[src/rtl/zbus_pkg.sv]
// Shared zbus arbitration types and helpers: FSM encoding, pointer width, one-hot decode.
package zbus_pkg;

    typedef enum logic {
        IDLE = 1'b0,
        BUSY = 1'b1
    } state_t;

    // Widest port count the one-hot decoder handles.
    localparam int MAX_BN = 32;

    function automatic int ptr_w(input int n);
        return (n <= 2) ? 1 : $clog2(n);
    endfunction

    function automatic int onehot_idx(input logic [MAX_BN-1:0] oh);
        int idx;
        idx = 0;
        for (int i = 0; i < MAX_BN; i++) begin
            if (oh[i]) idx = i;
        end
        return idx;
    endfunction

endpackage

[src/rtl/zbus_rr_pick.sv]
// Round-robin picker: first requester at or after pointer, one-hot result.
// Latency: combinational. Backpressure: none, pure function of request and pointer.
// Rotation uses a doubled request vector so the wrap needs no modulo on the vector.
module zbus_rr_pick
    import zbus_pkg::*;
#(
    parameter int BN = 2,
    parameter int PW = ptr_w(BN)
) (
    input  logic [BN-1:0] request,
    input  logic [PW-1:0] pointer,
    output logic [BN-1:0] pick,
    output logic          any
);

    logic [2*BN-1:0] dbl;
    logic [BN-1:0]   rot;
    int              sel;
    int              idx;

    always_comb begin
        pick = '0;
        dbl  = {request, request};
        rot  = dbl[pointer +: BN];
        sel  = 0;
        for (int j = BN - 1; j >= 0; j--) begin
            if (rot[j]) sel = j;
        end
        idx = int'(pointer) + sel;
        if (idx >= BN) idx = idx - BN;
        for (int i = 0; i < BN; i++) begin
            pick[i] = (rot != '0) && (idx == i);
        end
    end

    assign any = |request;

endmodule

[src/rtl/zbus_arbiter.sv]
// N-to-1 zbus merge with round-robin arbitration; grant held per transfer or locked burst.
// Latency: 1 cycle arbitration from IDLE, back-to-back re-grant on release. Backpressure: zo_ack stalls owner only.
module zbus_arbiter
    import zbus_pkg::*;
#(
    parameter int   BW = 8,
    parameter int   BN = 2,
    parameter logic DI = 1'bx
) (
    input  logic             clk,
    input  logic             rst,
    input  logic [BN-1:0]    zi_vld,
    input  logic [BW*BN-1:0] zi_bus,
    input  logic [BN-1:0]    zi_lck,
    output logic [BN-1:0]    zi_ack,
    output logic             zo_vld,
    output logic [BW-1:0]    zo_bus,
    input  logic             zo_ack,
    output logic [BN-1:0]    grant,
    output logic             busy
);

    localparam int PW = ptr_w(BN);

    state_t        state, state_nxt;
    logic [BN-1:0] grant_nxt;
    logic [PW-1:0] ptr, ptr_nxt;
    logic [PW-1:0] g_idx, g_inc, pick_ptr;
    logic [BN-1:0] pick;
    logic          any;
    logic          own_vld, own_lck, xfer, rel;

    assign g_idx    = PW'(onehot_idx(MAX_BN'(grant)));
    assign g_inc    = (g_idx == PW'(BN - 1)) ? '0 : g_idx + PW'(1);
    // On release the owner drops to lowest priority by arbitrating from g+1.
    assign pick_ptr = (state == BUSY) ? g_inc : ptr;

    zbus_rr_pick #(
        .BN (BN),
        .PW (PW)
    ) u_pick (
        .request (zi_vld),
        .pointer (pick_ptr),
        .pick    (pick),
        .any     (any)
    );

    assign own_vld = |(zi_vld & grant);
    assign own_lck = |(zi_lck & grant);
    assign xfer    = own_vld & zo_ack;
    assign rel     = !own_lck && (xfer || !own_vld);

    assign zo_vld  = own_vld;
    assign zi_ack  = grant & {BN{zo_ack}};
    assign busy    = (state == BUSY);

    always_comb begin
        zo_bus = {BW{DI}};
        for (int i = 0; i < BN; i++) begin
            if (grant[i]) zo_bus = zi_bus[i*BW +: BW];
        end
    end

    always_comb begin
        state_nxt = state;
        grant_nxt = grant;
        ptr_nxt   = ptr;
        case (state)
            IDLE: begin
                if (any) begin
                    grant_nxt = pick;
                    state_nxt = BUSY;
                end
            end
            BUSY: begin
                if (rel) begin
                    ptr_nxt = g_inc;
                    if (any) begin
                        grant_nxt = pick;
                    end else begin
                        grant_nxt = '0;
                        state_nxt = IDLE;
                    end
                end
            end
            default: begin
                grant_nxt = '0;
                state_nxt = IDLE;
            end
        endcase
    end

    always_ff @(posedge clk or negedge rst) begin
        if (!rst) begin
            state <= IDLE;
            grant <= '0;
            ptr   <= '0;
        end else begin
            state <= state_nxt;
            grant <= grant_nxt;
            ptr   <= ptr_nxt;
        end
    end

endmodule

[config.mk]
export PLATFORM = sky130hd
export DESIGN_NAME = zbus_arbiter
export DESIGN_NICKNAME = d
export VERILOG_FILES = /design/src/rtl/zbus_pkg.sv /design/src/rtl/zbus_rr_pick.sv /design/src/rtl/zbus_arbiter.sv
export SDC_FILE = /design/constraint.sdc
export NUM_CORES = 1
export LEC_CHECK = 0
export ABC_AREA = 1
export CORE_UTILIZATION = 28
export CTS_CLUSTER_SIZE = 14
export DETAILED_ROUTE_END_ITERATION = 6
export GPL_ROUTABILITY_DRIVEN = 0
export GPL_TIMING_DRIVEN = 1
export PLACE_DENSITY = 0.77
export SLEW_MARGIN = 20
export SYNTH_ARGS = -nofsm -noshare
export SYNTH_HDL_FRONTEND = slang
export SYNTH_SLANG_ARGS = --single-unit
[constraint.sdc]
create_clock -name clk -period 1.4 [get_ports clk]
set_input_delay 0.42 -clock clk [delete_from_list [all_inputs] [get_ports clk]]
set_output_delay 0.42 -clock clk [all_outputs]
set_load 0.05 [all_outputs]
Word-level counts from Yosys, hierarchy flattened --
Index checks and enable logic that the tools add are counted.
Word-level totals: RAM bits 0, word-level logic and storage cells 44, bits in read-only memories 0, flip-flop bits (word level) 4, memories kept 0, bits in latches 0, output and inout bits 14
Operators by class: shifts and indexed selects 1, divide/modulo/power cells 0, bitwise gates (word level) 5, multiply operators 0, magnitude comparators 1, $add $sub $neg 3, equal/unequal tests 3, muxes and demuxes 15, reductions and logical operators 13
Operator list (number):
- == test 32 x 2 -> 1 bit, second input constant | 1
- >= comparator 32 x 3 -> 1 bit, second input constant | 1
- logical NOT 32 bit | 1
- two-way mux 32 bit | 1
- subtractor 32 x 3 -> 32 bit, second input constant | 1
- two-way mux 8 bit | 2
- two-way mux 1 bit | 7
- bitwise AND 2 bit | 3
- two-way mux 2 bit | 3
- OR reduction 2 bit | 3
- one-hot mux 2 bit (2 select lines) | 1
- AND reduction 2 bit | 2
- indexed part select 4 x 2 -> 2 bit | 1
- logical AND 1 bit | 3
- adder 1 x 1 -> 2 bit | 1
- logical NOT 1 bit | 2
- inequality test 2 x 1 -> 1 bit, second input constant | 1
- inequality test 2 bit, second input constant | 1
- one-hot mux 1 bit (2 select lines) | 1
- nonzero test 2 bit | 1
- adder 1 bit, second input constant | 1
- bitwise AND 1 bit | 1
- logical OR 1 bit | 1
- inverter 1 bit | 1

Logic depth before layout (Yosys ltp) --
word-level depth 15, gate-level depth with buffers 7, depth with buffers taken out 7

Hierarchy --
A second synthesis with hierarchy kept.
Second synthesis, totals: cell total of the unflattened synthesis 54, area, all modules 386.6 µm²
Modules (own cells, without submodules):
- zbus_arbiter | instances 1, cells an instance 48, area an instance 360.3 µm², seq. area each 100.1 µm²
- zbus_rr_pick | instances 1, cells an instance 6, area an instance 26.3 µm², seq. area each 0.0 µm²

Worst setup path before layout --
OpenSTA, ideal clock, no wires.
path type register to register, from reg grant[0], to reg grant[0], arrival 1375 ps, data required time 1281 ps, slack -94 ps, period minus slack after synthesis 1494 ps, stages on the path, launching flop included 8, setup time 119 ps, buffers on the path 0, path through dfrtp_1 -> nand2_1 -> nand2_2 -> nand2_2 -> nand3_4 -> nand2_2 -> nand2_1 -> nand2_1
On the way: word-level cells in the longest chain between the ends 7, elaborated cells on any way between the ends 11
Ends and longest elaborated chain:
- from (decl) | RTL line zbus_arbiter.sv:19 | output logic [BN-1:0] grant,
- from (signal assigned) | RTL line zbus_arbiter.sv:100 | grant <= grant_nxt;
- bitwise AND 2 bit * | RTL line zbus_arbiter.sv:48 | assign own_vld = |(zi_vld & grant);
- OR reduction 2 bit * | RTL line zbus_arbiter.sv:48
- net zo_vld | RTL line zbus_arbiter.sv:16 | output logic zo_vld,
- bitwise AND 1 bit / logical NOT 1 bit (equally long branches) | RTL line zbus_arbiter.sv:50, zbus_arbiter.sv:51
- logical OR 1 bit * | RTL line zbus_arbiter.sv:51 | assign rel = !own_lck && (xfer || !own_vld);
- logical AND 1 bit * | RTL line zbus_arbiter.sv:51
- inequality test 2 x 1 -> 1 bit (no line) *
- AND reduction 2 bit (no line) *
Mark *: on every way through the listed nets, which the timed path passes. The rest lies on a longest branch. A chain may end at the register's enable or synchronous reset.

Final worst setup path --
from reg grant[1], to out zo_bus[4]
On the way: word-level cells in the longest chain between the ends 1
Ends and longest elaborated chain:
- two-way mux 8 bit | RTL line zbus_arbiter.sv:60 | if (grant[i]) zo_bus = zi_bus[i*BW +: BW];
- to (decl) | RTL line zbus_arbiter.sv:17 | output logic [BW-1:0] zo_bus,
Every way passes these cells.

==> results.cfg <==
[critical_path]
critPathLaunch = grant[1]$_DFFE_PN0P_
startpoint_of_the_worst_slack_reg_to_reg_timing_path = grant[1]$_DFFE_PN0P_
cp-end-kind = output port
rrSetupSlack_ns = 0.08
critical_path.max_fanout = 12
worstPathArrival_ns = 1.28
worst_flop_to_flop_path_endpoint = busy$_DFF_PN0_
start_kind = flip-flop
timing.critical_path.required_ns = 0.98
worstRegToRegCells = 7
critPathKind = flip-flop to output port

[sta]
maxSlewViolCount = 0
setup_viol_count_final = 11
max_slew.worst_pin.slew_ns = 0.287
clock_skew_ns = 0.0139
timing.fmax_mhz = 587
grt_setup_unrepaired = yes
timing.max_slew.rel_slack = 0.807
final.period_utilization = 1.22
hold_viol = 0
layout_setup_ws_ns = -0.302
final.min_clock_period_ns = 1.70

[hold_path]
min-delay-path-class = input pin to async pin

[routing]
num_vias = 503
wire_per_inst_um = 12.9
drt-vias-per-instance = 4.84
wirelength_mm = 1.34
drt_first_pass_iters = 4
ant_nets = 0
drt_iter0_markers = 9
drc = 0

[status]
failed_checks = setup timing
run_status = complete, but fails checks

[grt]
grt-ovfl-total = 0
grt_start_max_net_pins = 13
grt_antenna_before_repair = 0
first_global_vias = 500
groute.usage.overall = 0.214
grt_pass1_wl_mm = 2.08

[logic_synthesis]
cell_area_after_synthesis_sq_um = 369
synth_xor_xnor_area_share = 0
synth_top_cell_area_share = 0.271
synthDominantAreaCellType = sky130_fd_sc_hd__dfrtp_1
avgSynthCellArea_sq_um = 7.85
yosys-top-cells-area = sky130_fd_sc_hd__dfrtp_1 27%, sky130_fd_sc_hd__mux2_2 24%, sky130_fd_sc_hd__nand2_1 13%, sky130_fd_sc_hd__nand2_2 6.8%, sky130_fd_sc_hd__inv_1 5.1%
yosys_register_bits = 4
synth-warning-count = 0
synth-adder-area-share = 0
yosys.area_share.simple = 0.308
synthesis.nets = 70
compound_cell_area_share_of_the_yosys_netlist = 0.0746
synthMuxAreaShare = 0.244
instance_count_of_the_mapped_netlist = 47
cell_variety_after_synth = 15
synth_seq_area_share = 0.271
synth_top_family_by_area = simple AND/OR/NAND/NOR gates

[placement]
numPortBuffers = 36
dpl.hpwl_mm = 1.08
placed_area_sq_um = 901
dpl.cell_count = 97

[finish]
total_non_filler_cell_area_in_the_finished_layout_sq_um = 955
area.growth.synth_to_final_pct = 159
final_core_util = 0.815
antennaDiodeCount = 0
multi_input_comb_area_sq_um = 236
num-nets-final = 114
final-instance-count-excl-fill = 104
seq_area_sq_um = 101
post_route_cells_drive_above_1_share = 0.467
final.fill_count = 74

[clock_tree]
clock_tree.root_cell = sky130_fd_sc_hd__clkbuf_4
clk_latency_ns = 0.25
clock-sinks = 4
clock_path_buffers = 2
tritoncts.num_buffers = 3
ctsHtreeMaxLevel = 1
cts_clock_pin_slew_for_the_worst_setup_and_hold_paths_ns = 0.05
cts_tree = yes

[floorplanning]
dieHeight_um = 38.3
floorplan.die.width_um = 38.3
die_area_sq_mm = 0.00147
core_region_area_sq_mm = 0.00117
ioPinCount = 37
initial_core_util = 0.315
std_cell_rows = 12

[power_and_ir_drop]
powerDensity_mw_per_mm2 = 2150
power.leakage_uw = 0.000446
irDropWorstVdd_mv = 1.23

[flow_run]
drv.max_cap_violation_count = 0
[cell type report]
cell class	count	share of cell area
Clock buffer	4	0.0275
Inverter	6	0.0236
Multi-Input combinational cell	35	0.248
Sequential cell	4	0.106
Tap cell	14	0.0183
Timing Repair Buffer	41	0.577
[power by group]
part,switching (uW),internal (uW)
sequential,60.1,168
combinational,842,817
clock,61.4,108
[synth_stat cells (all sizes together)]
master,number
a21oi,2
buf,2
dfrtp,4
inv,6
mux2,8
nand2,17
nand3,3
o21a,1
o21ai,2
or2,2
[sequential cells by signal, indices dropped and copies added, names as in the netlist]
register  count
busy          1
ptr           1
grant         2
[how the worst max path moves through the flow]
stage | endpoint | cells past startpoint | slack (ns)
4_1_cts | zo_bus[4] | 3 | -0.32
2_1_floorplan | zo_bus[1] | 2 | -0.05
6_report | zo_bus[4] | 3 | -0.30
3_5_place_dp | zo_bus[0] | 3 | -0.30
3_3_place_gp | zo_bus[4] | 3 | -0.28
5_1_grt | zo_bus[4] | 3 | -0.33
[routing by layer]
metal / share of wire / up-vias / global-route usage
met4: 0.016 / 0 / 0.116
met5: 0 / - / 0
met2: 0.58 / 36 / 0.428
met1: 0.32 / 228 / 0.195
li1: - / 237 / -
met3: 0.076 / 2 / 0.0407
[kinds of logic (layout without fill, tap and decap cells)]
logic type | after synthesis | in the layout
AOI/OAI and AO/OA | 5 | 5
and+or+nand+nor | 22 | 22
buffers and inverters | 8 | 51
muxes | 8 | 8
DFF | 4 | 4
[worst max-delay path, cell delays in order, from the launching register on]
cell and delay [ns]:
sky130_fd_sc_hd__dfrtp_1 0.38, sky130_fd_sc_hd__buf_12 0.15, sky130_fd_sc_hd__mux2_2 0.36, sky130_fd_sc_hd__buf_12 0.15
[stage by stage]
step           TNS, ns  hold WS (ns)  total power [uW]  setup slack (ns)
3_3_place_gp     -3.30         0.487              1770            -0.277
5_1_grt          -3.11         0.385              2140            -0.331
3_5_place_dp     -3.65         0.510              1800            -0.305
2_1_floorplan   -0.368         0.124              1040           -0.0525
6_report         -2.81         0.374              2060            -0.302
4_1_cts          -2.97         0.375              2050            -0.321
[layout by cell type (no fill, tap or decap), drive strengths merged]
master         count
a21oi              2
dfrtp              4
clkbuf             4
o21ai              2
dlygate4sd2        3
o21a               1
nand3              3
nand2             17
buf               19
mux2               8
clkdlybuf4s50     19
or2                2
inv                6
[what timing repair did]
| action | in CTS | in global routing |
|---|---|---|
| pin swaps | 1 | 0 |
| endpoints found under the setup margin | 11 | 13 |
| hold buffers | 0 | 0 |
| gates resized for setup | 5 | 3 |
| setup buffers | 3 | 0 |
(Power assumes the default switching activity.)
